===== src/rtl/trivium_seq.sv =====
// Sequencer between a host and a Trivium core: serial key load, plaintext feed,
// keystream burst collection, per-key burst limit and a watchdog on every core wait.
module trivium_seq #(
  parameter int unsigned KEY_BITS     = 80,
  parameter int unsigned BURST_LEN    = 256,
  parameter int unsigned REKEY_BURSTS = 1024,
  parameter int unsigned TIMEOUT      = 4096
) (
  input  logic                clk,
  input  logic                rst,
  input  logic [KEY_BITS-1:0] key_in,
  input  logic                key_load,
  input  logic [7:0]          pt_data,
  input  logic                pt_valid,
  output logic                pt_ready,
  input  logic [1:0]          sink_full,
  output logic [7:0]          ct_data,
  output logic                ct_valid,
  output logic                busy,
  output logic                rekey_req,
  output logic                err,
  output logic                core_key,
  output logic                core_strob_key,
  output logic [7:0]          core_data,
  output logic                core_strob_data,
  output logic [1:0]          core_fifo_cnd,
  input  logic [7:0]          core_stream,
  input  logic                core_wt_sgn,
  input  logic [7:0]          core_status
);

  localparam int unsigned KCNT_W = $clog2(KEY_BITS);
  localparam int unsigned OCNT_W = $clog2(BURST_LEN) + 1;
  localparam int unsigned BCNT_W = $clog2(REKEY_BURSTS + 1);
  localparam int unsigned WD_W   = $clog2(TIMEOUT);

  typedef enum logic [2:0] {
    S_IDLE,
    S_KEY_SHIFT,
    S_WAIT_INIT,
    S_READY,
    S_BURST,
    S_DRAIN,
    S_ERROR
  } state_t;

  state_t              r_state;
  logic [KEY_BITS-1:0] r_key;
  logic [KCNT_W-1:0]   r_kcnt;
  logic [OCNT_W-1:0]   r_ocnt;
  logic [BCNT_W-1:0]   r_bcnt;
  logic [WD_W-1:0]     r_wd;

  logic       r_pt_ready;
  logic [7:0] r_ct_data;
  logic       r_ct_valid;
  logic       r_busy;
  logic       r_rekey_req;
  logic       r_err;
  logic       r_core_key;
  logic       r_strob_key;
  logic [7:0] r_core_data;
  logic       r_strob_data;
  logic [1:0] r_fifo_cnd;

  logic w_wait_data;
  logic w_counting;
  logic w_timeout;
  logic w_fault;
  logic w_unused;

  assign w_wait_data = core_status[2];
  assign w_unused    = ^{core_status[7:6], core_status[4:3], core_status[1:0]};

  // Watchdog advances only while the awaited core event is absent (and the sink is not stalling)
  always_comb begin
    w_counting = 1'b0;
    case (r_state)
      S_WAIT_INIT: w_counting = !w_wait_data;
      S_BURST:     w_counting = !core_wt_sgn;
      S_DRAIN:     w_counting = !w_wait_data && (sink_full == 2'b00);
      default:     w_counting = 1'b0;
    endcase
  end

  assign w_timeout = w_counting && (r_wd == WD_W'(TIMEOUT - 1));
  assign w_fault   = (r_state != S_ERROR) && (core_status[5] || w_timeout);

  always_ff @(posedge clk or negedge rst) begin
    if (!rst) begin
      r_state      <= S_IDLE;
      r_key        <= '0;
      r_kcnt       <= '0;
      r_ocnt       <= '0;
      r_bcnt       <= '0;
      r_wd         <= '0;
      r_pt_ready   <= 1'b0;
      r_ct_data    <= '0;
      r_ct_valid   <= 1'b0;
      r_busy       <= 1'b0;
      r_rekey_req  <= 1'b0;
      r_err        <= 1'b0;
      r_core_key   <= 1'b0;
      r_strob_key  <= 1'b0;
      r_core_data  <= '0;
      r_strob_data <= 1'b0;
      r_fifo_cnd   <= '0;
    end else begin
      r_fifo_cnd   <= sink_full;
      r_strob_data <= 1'b0;
      r_ct_valid   <= 1'b0;
      if (w_fault) begin
        r_state     <= S_ERROR;
        r_err       <= 1'b1;
        r_busy      <= 1'b0;
        r_pt_ready  <= 1'b0;
        r_strob_key <= 1'b0;
        r_core_key  <= 1'b0;
      end else begin
        unique case (r_state)
          S_IDLE, S_ERROR: begin
            if (key_load) begin
              r_key       <= key_in;
              r_core_key  <= key_in[KEY_BITS-1];
              r_strob_key <= 1'b1;
              r_kcnt      <= '0;
              r_bcnt      <= '0;
              r_busy      <= 1'b1;
              r_err       <= 1'b0;
              r_rekey_req <= 1'b0;
              r_state     <= S_KEY_SHIFT;
            end
          end
          S_KEY_SHIFT: begin
            if (r_kcnt == KCNT_W'(KEY_BITS - 1)) begin
              r_strob_key <= 1'b0;
              r_core_key  <= 1'b0;
              r_wd        <= '0;
              r_state     <= S_WAIT_INIT;
            end else begin
              r_kcnt     <= r_kcnt + KCNT_W'(1);
              r_core_key <= r_key[KEY_BITS-2];
              r_key      <= {r_key[KEY_BITS-2:0], 1'b0};
            end
          end
          S_WAIT_INIT: begin
            if (w_wait_data) begin
              r_pt_ready <= 1'b1;
              r_state    <= S_READY;
            end else begin
              r_wd <= r_wd + WD_W'(1);
            end
          end
          S_READY: begin
            if (pt_valid) begin
              r_core_data  <= pt_data;
              r_strob_data <= 1'b1;
              r_pt_ready   <= 1'b0;
              r_ocnt       <= '0;
              r_wd         <= '0;
              r_state      <= S_BURST;
            end
          end
          S_BURST: begin
            if (core_wt_sgn) begin
              r_ct_data  <= core_stream;
              r_ct_valid <= 1'b1;
              r_ocnt     <= r_ocnt + OCNT_W'(1);
              r_wd       <= '0;
              if (r_ocnt == OCNT_W'(BURST_LEN - 1)) begin
                if (r_bcnt != BCNT_W'(REKEY_BURSTS)) r_bcnt <= r_bcnt + BCNT_W'(1);
                r_state <= S_DRAIN;
              end
            end else begin
              r_wd <= r_wd + WD_W'(1);
            end
          end
          S_DRAIN: begin
            if (w_wait_data) begin
              if (r_bcnt == BCNT_W'(REKEY_BURSTS)) begin
                r_rekey_req <= 1'b1;
                r_bcnt      <= '0;
                r_busy      <= 1'b0;
                r_state     <= S_IDLE;
              end else begin
                r_pt_ready <= 1'b1;
                r_state    <= S_READY;
              end
            end else if (sink_full == 2'b00) begin
              r_wd <= r_wd + WD_W'(1);
            end
          end
          default: r_state <= S_IDLE;
        endcase
      end
    end
  end

  assign pt_ready        = r_pt_ready;
  assign ct_data         = r_ct_data;
  assign ct_valid        = r_ct_valid;
  assign busy            = r_busy;
  assign rekey_req       = r_rekey_req;
  assign err             = r_err;
  assign core_key        = r_core_key;
  assign core_strob_key  = r_strob_key;
  assign core_data       = r_core_data;
  assign core_strob_data = r_strob_data;
  assign core_fifo_cnd   = r_fifo_cnd;

endmodule

===== config.mk =====
export PLATFORM = sky130hd
export DESIGN_NAME = trivium_seq
export DESIGN_NICKNAME = d
export VERILOG_FILES = /design/src/rtl/trivium_seq.sv
export SDC_FILE = /design/constraint.sdc
export NUM_CORES = 1
export LEC_CHECK = 0
export ABC_AREA = 1
export BUFFER_PORTS_ARGS = -buffer_cell sky130_fd_sc_hd__buf_2
export CAP_MARGIN = 40
export CORE_ASPECT_RATIO = 1.25
export CORE_MARGIN = 2
export CORE_UTILIZATION = 35
export CTS_CLUSTER_DIAMETER = 30
export DETAILED_ROUTE_END_ITERATION = 12
export GPL_ROUTABILITY_DRIVEN = 0
export GPL_TIMING_DRIVEN = 0
export MAX_ROUTING_LAYER = met4
export PLACE_DENSITY = 0.52
export SLEW_MARGIN = 25
export SYNTH_ARGS = -nofsm -noshare
export SYNTH_HDL_FRONTEND = slang
export SYNTH_SLANG_ARGS = --single-unit

===== constraint.sdc =====
create_clock -name clk -period 3.2 [get_ports clk]
set_clock_uncertainty 0.1 [all_clocks]
set_input_delay 0.16 -clock clk [delete_from_list [all_inputs] [get_ports clk]]
set_output_delay 0.16 -clock clk [all_outputs]
set_load 0.1 [all_outputs]

==> implementation parameters <==
Parameter                              Value

Outcome
  Status    completed

Route
  First-pass DRT Iterations    5
  Total via count in the routed design    roughly 8,300
  Post-route DRC    0
  Count of routing violations after the opening detailed-route iteration    between 400 and 500
  Routed wire per std cell    around 14 µm
  Post-route antenna net violation count    0
  Vias per cell    a little under 5
  Final WL    24,160 µm

Clock network
  Clock-pin slew on the worst setup and hold paths    approximately 0.07 ns
  Clock tree from TritonCTS    yes
  CTS H-tree lvls    4
  Number of sinks handled by clock tree synthesis    approximately 150
  Clock latency at the later pin of the worst-skew pair    about 0.43 ns
  Cells resized by post-CTS repair    0
  Number of buffers created by CTS    17
  Clock buffer depth    2
  Clock root buffer    sky130_fd_sc_hd__clkbuf_16

Pwr
  VDD IR-drop max    slightly below 0.8 mV
  Static leakage power    5.643 nW
  Total power    about 9.5 mW
  Power density cells    between 800 and 900 mW/mm²

Yosys
  Area fraction of the dominant cell type after synthesis    44.73%
  Flip-flop and latch count after synthesis    between 100 and 150
  Dominant cells by area after synthesis    sky130_fd_sc_hd__dfrtp_1, sky130_fd_sc_hd__nand2_1, sky130_fd_sc_hd__nand4_1
  Yosys top cell by area    sky130_fd_sc_hd__dfrtp_1
  Area of the mapped netlist    just over 0.008 mm²
  Fraction of the yosys area taken by sequential cells    44.73%
  Yosys synthesis warning count    0
  Count of different cell masters after synthesis    29
  Average instance area after synthesis    7.065 µm²
  Number of nets in the synthesized netlist    ~1,300
  Syn Inst Count    1,164

Critical path
  Category of the worst setup path capture point    flip-flop
  Type of the worst setup path    flip-flop to flip-flop
  Delay of the slowest cell on the worst path    0.51 ns
  Standard cell with the maximum stage delay on the critical path    sky130_fd_sc_hd__o21ai_0
  Crit path max fanout    10
  CP required    approximately 3.4 ns
  Crit path DAT    2.65 ns
  Top cell by count, worst path    sky130_fd_sc_hd__nand3_1
  Series of cell instances along the critical path    inv_1 -> ha_1 -> inv_1 -> nor2_1 -> nand3_1 -> o21ai_0 -> nand3_1 -> nor2_1 -> nand3_1 -> buf_2 -> nand2_1 -> nand2_1
  Kind of start point of the critical path    flip-flop

Timing
  Count of final max-slew check failures    0
  Slew at the pin closest to its max-slew limit    ~0.70 ns
  Final period demand of the worst path    2.431 ns
  Total of endpoints with negative setup slack in the final report    0
  Slew headroom    around 53%
  Setup TNS after final layout    0 ns
  Ratio of final minimum period to clock period    75.96%
  Hold Violations, Final    0
  Peak clock frequency supported by timing    roughly 400 MHz
  Post-route worst hold slack    between 0.0003 and 0.0004 ns
  Setup repair after global routing missed its margin    no

Global routing
  Aggregate global routing overflow    0
  First-pass GRT wire length    between 40,000 and 50,000 µm
  Maximum number of pins on one net before global-route repair    85
  Number of global-route vias before repair    8,176
  Gr usage total    20.77%
  Initial antenna violation count    1

Die
  Height of the chip    ~180 µm
  Number of placement rows    62
  Starting density of the core    a little over a third
  Die width    between 100 and 150 µm
  Die area    about 0.025 mm²
  Core box area    between 0.02 and 0.025 mm²
  Number of I/O pins    ~140

Min path
  Hold crit path type    primary input to flip-flop

Layout
  Layout filler cell count    between 2,000 and 2,500
  Area overhead of the layout relative to synthesis    28.56%
  Layout cell share with drive strength beyond 1    between 10% and 20%
  Final non-filler cell total    about 1,700
  Net count reported at finish    1,499
  Utilization after layout    45.89%

Placement
  Count of input and output buffers    130
  Total instance count after detailed placement    1,584
  Post-detail-place hpwl    around 17,000 µm

Job
  Max cap viols    0
-- area by class of cell --
type | count | area [µm²] | area share, %
Clock inverter | 15 | 173.9 | 1.645
Multi-Input combinational cell | 908 | 4044 | 38.25
Tap cell | 288 | 360.3 | 3.408
Sequential cell | 147 | 3679 | 34.79
Clock buffer | 17 | 425.4 | 4.024
Timing Repair Buffer | 199 | 1386 | 13.11
Inverter | 40 | 150.1 | 1.420
Antenna cell | 1 | 2.502 | 0.02367
Buffer | 69 | 351.6 | 3.325
-- worst paths after layout --
kind	from	endpoint	slack, ns	cells past startpoint
setup / recovery	r_bcnt[0]	r_bcnt[1]	0.77	12
min in group asynchronous	rst	core_fifo_cnd[0]	0.24	3
hold reg to reg	r_key[40]	r_key[40]	0.37	2
max in group asynchronous	rst	r_key[36]	2.09	4
hold / removal	key_in[15]	r_key[15]	0.0004	5
setup reg to reg	r_bcnt[0]	r_bcnt[1]	0.77	12
-- layer usage --
metal	up-vias	part of all wire [%]	track usage (%)	routed length, µm
li1	4201	-	-	-
met1	3877	46	25.84	11170
met2	176	50	35.50	11970
met3	22	3.1	2.890	738
met4	0	1.2	5.583	280
met5	-	0	-	0
-- repair_timing --
item,CTS,global route
endpoints found under the hold margin,151,0
hold buffers,67,0
buffers inserted,0,0
-- layout by cell type, fill, tap and decap left out, types with 4 or more instances in the layout --
cell type / Yosys / routed
sky130_fd_sc_hd__nand2_1: 602 / 602
sky130_fd_sc_hd__buf_2: 35 / 164
sky130_fd_sc_hd__dfrtp_1: 147 / 147
sky130_fd_sc_hd__nand4_1: 124 / 124
sky130_fd_sc_hd__dlygate4sd3_1: 0 / 67
sky130_fd_sc_hd__nor2_1: 65 / 65
sky130_fd_sc_hd__nand3_1: 48 / 48
sky130_fd_sc_hd__inv_1: 33 / 33
sky130_fd_sc_hd__clkbuf_1: 18 / 18
sky130_fd_sc_hd__clkbuf_16: 0 / 17
sky130_fd_sc_hd__xor2_1: 11 / 11
sky130_fd_sc_hd__o21ai_0: 10 / 10
sky130_fd_sc_hd__buf_1: 8 / 8
sky130_fd_sc_hd__nand2_2: 8 / 8
sky130_fd_sc_hd__a21oi_1: 7 / 7
sky130_fd_sc_hd__inv_2: 7 / 7
sky130_fd_sc_hd__xnor2_1: 6 / 6
sky130_fd_sc_hd__ha_1: 6 / 6
sky130_fd_sc_hd__buf_6: 5 / 5
sky130_fd_sc_hd__clkinvlp_4: 0 / 4
sky130_fd_sc_hd__inv_6: 0 / 4
-- critical path, delay by kind of cell, from the launching register on --
family,cells,cell delay (ns)
buf+inv,3,0.35
fa+ha+maj,1,0.14
flops,1,0.44
compound gates,1,0.51
simple gates,7,0.77
-- cells by family (layout without fill, tap and decap cells) --
family	Yosys count	count (layout)	synth area share, %
compound gates	23	23	1.613
other cells	0	1	0
buf+inv	109	340	6.101
flops	147	147	44.73
simple gates	862	862	44.83
fa+ha+maj	6	6	0.9128
xor+xnor	17	17	1.810
-- power by group --
part	switching, mW	internal, mW	total [mW]
logic	3.33	1.18	4.50
registers	0.353	2.53	2.88
clock network	0.898	1.17	2.07
total	4.58	4.87	9.45
-- state kept, by name (all words and copies together) (netlist names) --
register         flops
busy                 1
core_data            8
r_key               79
pt_ready             1
ct_data              8
r_wd                12
r_state              3
core_strob_data      1
err                  1
r_kcnt               7
core_key             1
rekey_req            1
core_fifo_cnd        2
ct_valid             1
r_bcnt              11
r_ocnt               9
core_strob_key       1
-- cell usage after synthesis, drive strengths merged --
cell    number
xnor2        6
nand2      611
ha           6
nor3         3
clkbuf      18
nor2        69
nand4      124
a21oi        7
nand3       50
dfrtp      147
o21ai       12
o21bai       3
o211ai       1
or2          1
nand3b       2
buf         51
nor3b        2
inv         40
xor2        11
-- stage by stage --
stage	instance area (µm²)	setup WS, ns
after floorplan	8224	1.260
after global placement	9235	-0.5866
after detailed placement	9300	0.8075
after CTS	10570	0.7893
after global routing	10570	0.5757
final	10570	0.7694
Power figures use the tool's default switching activity.
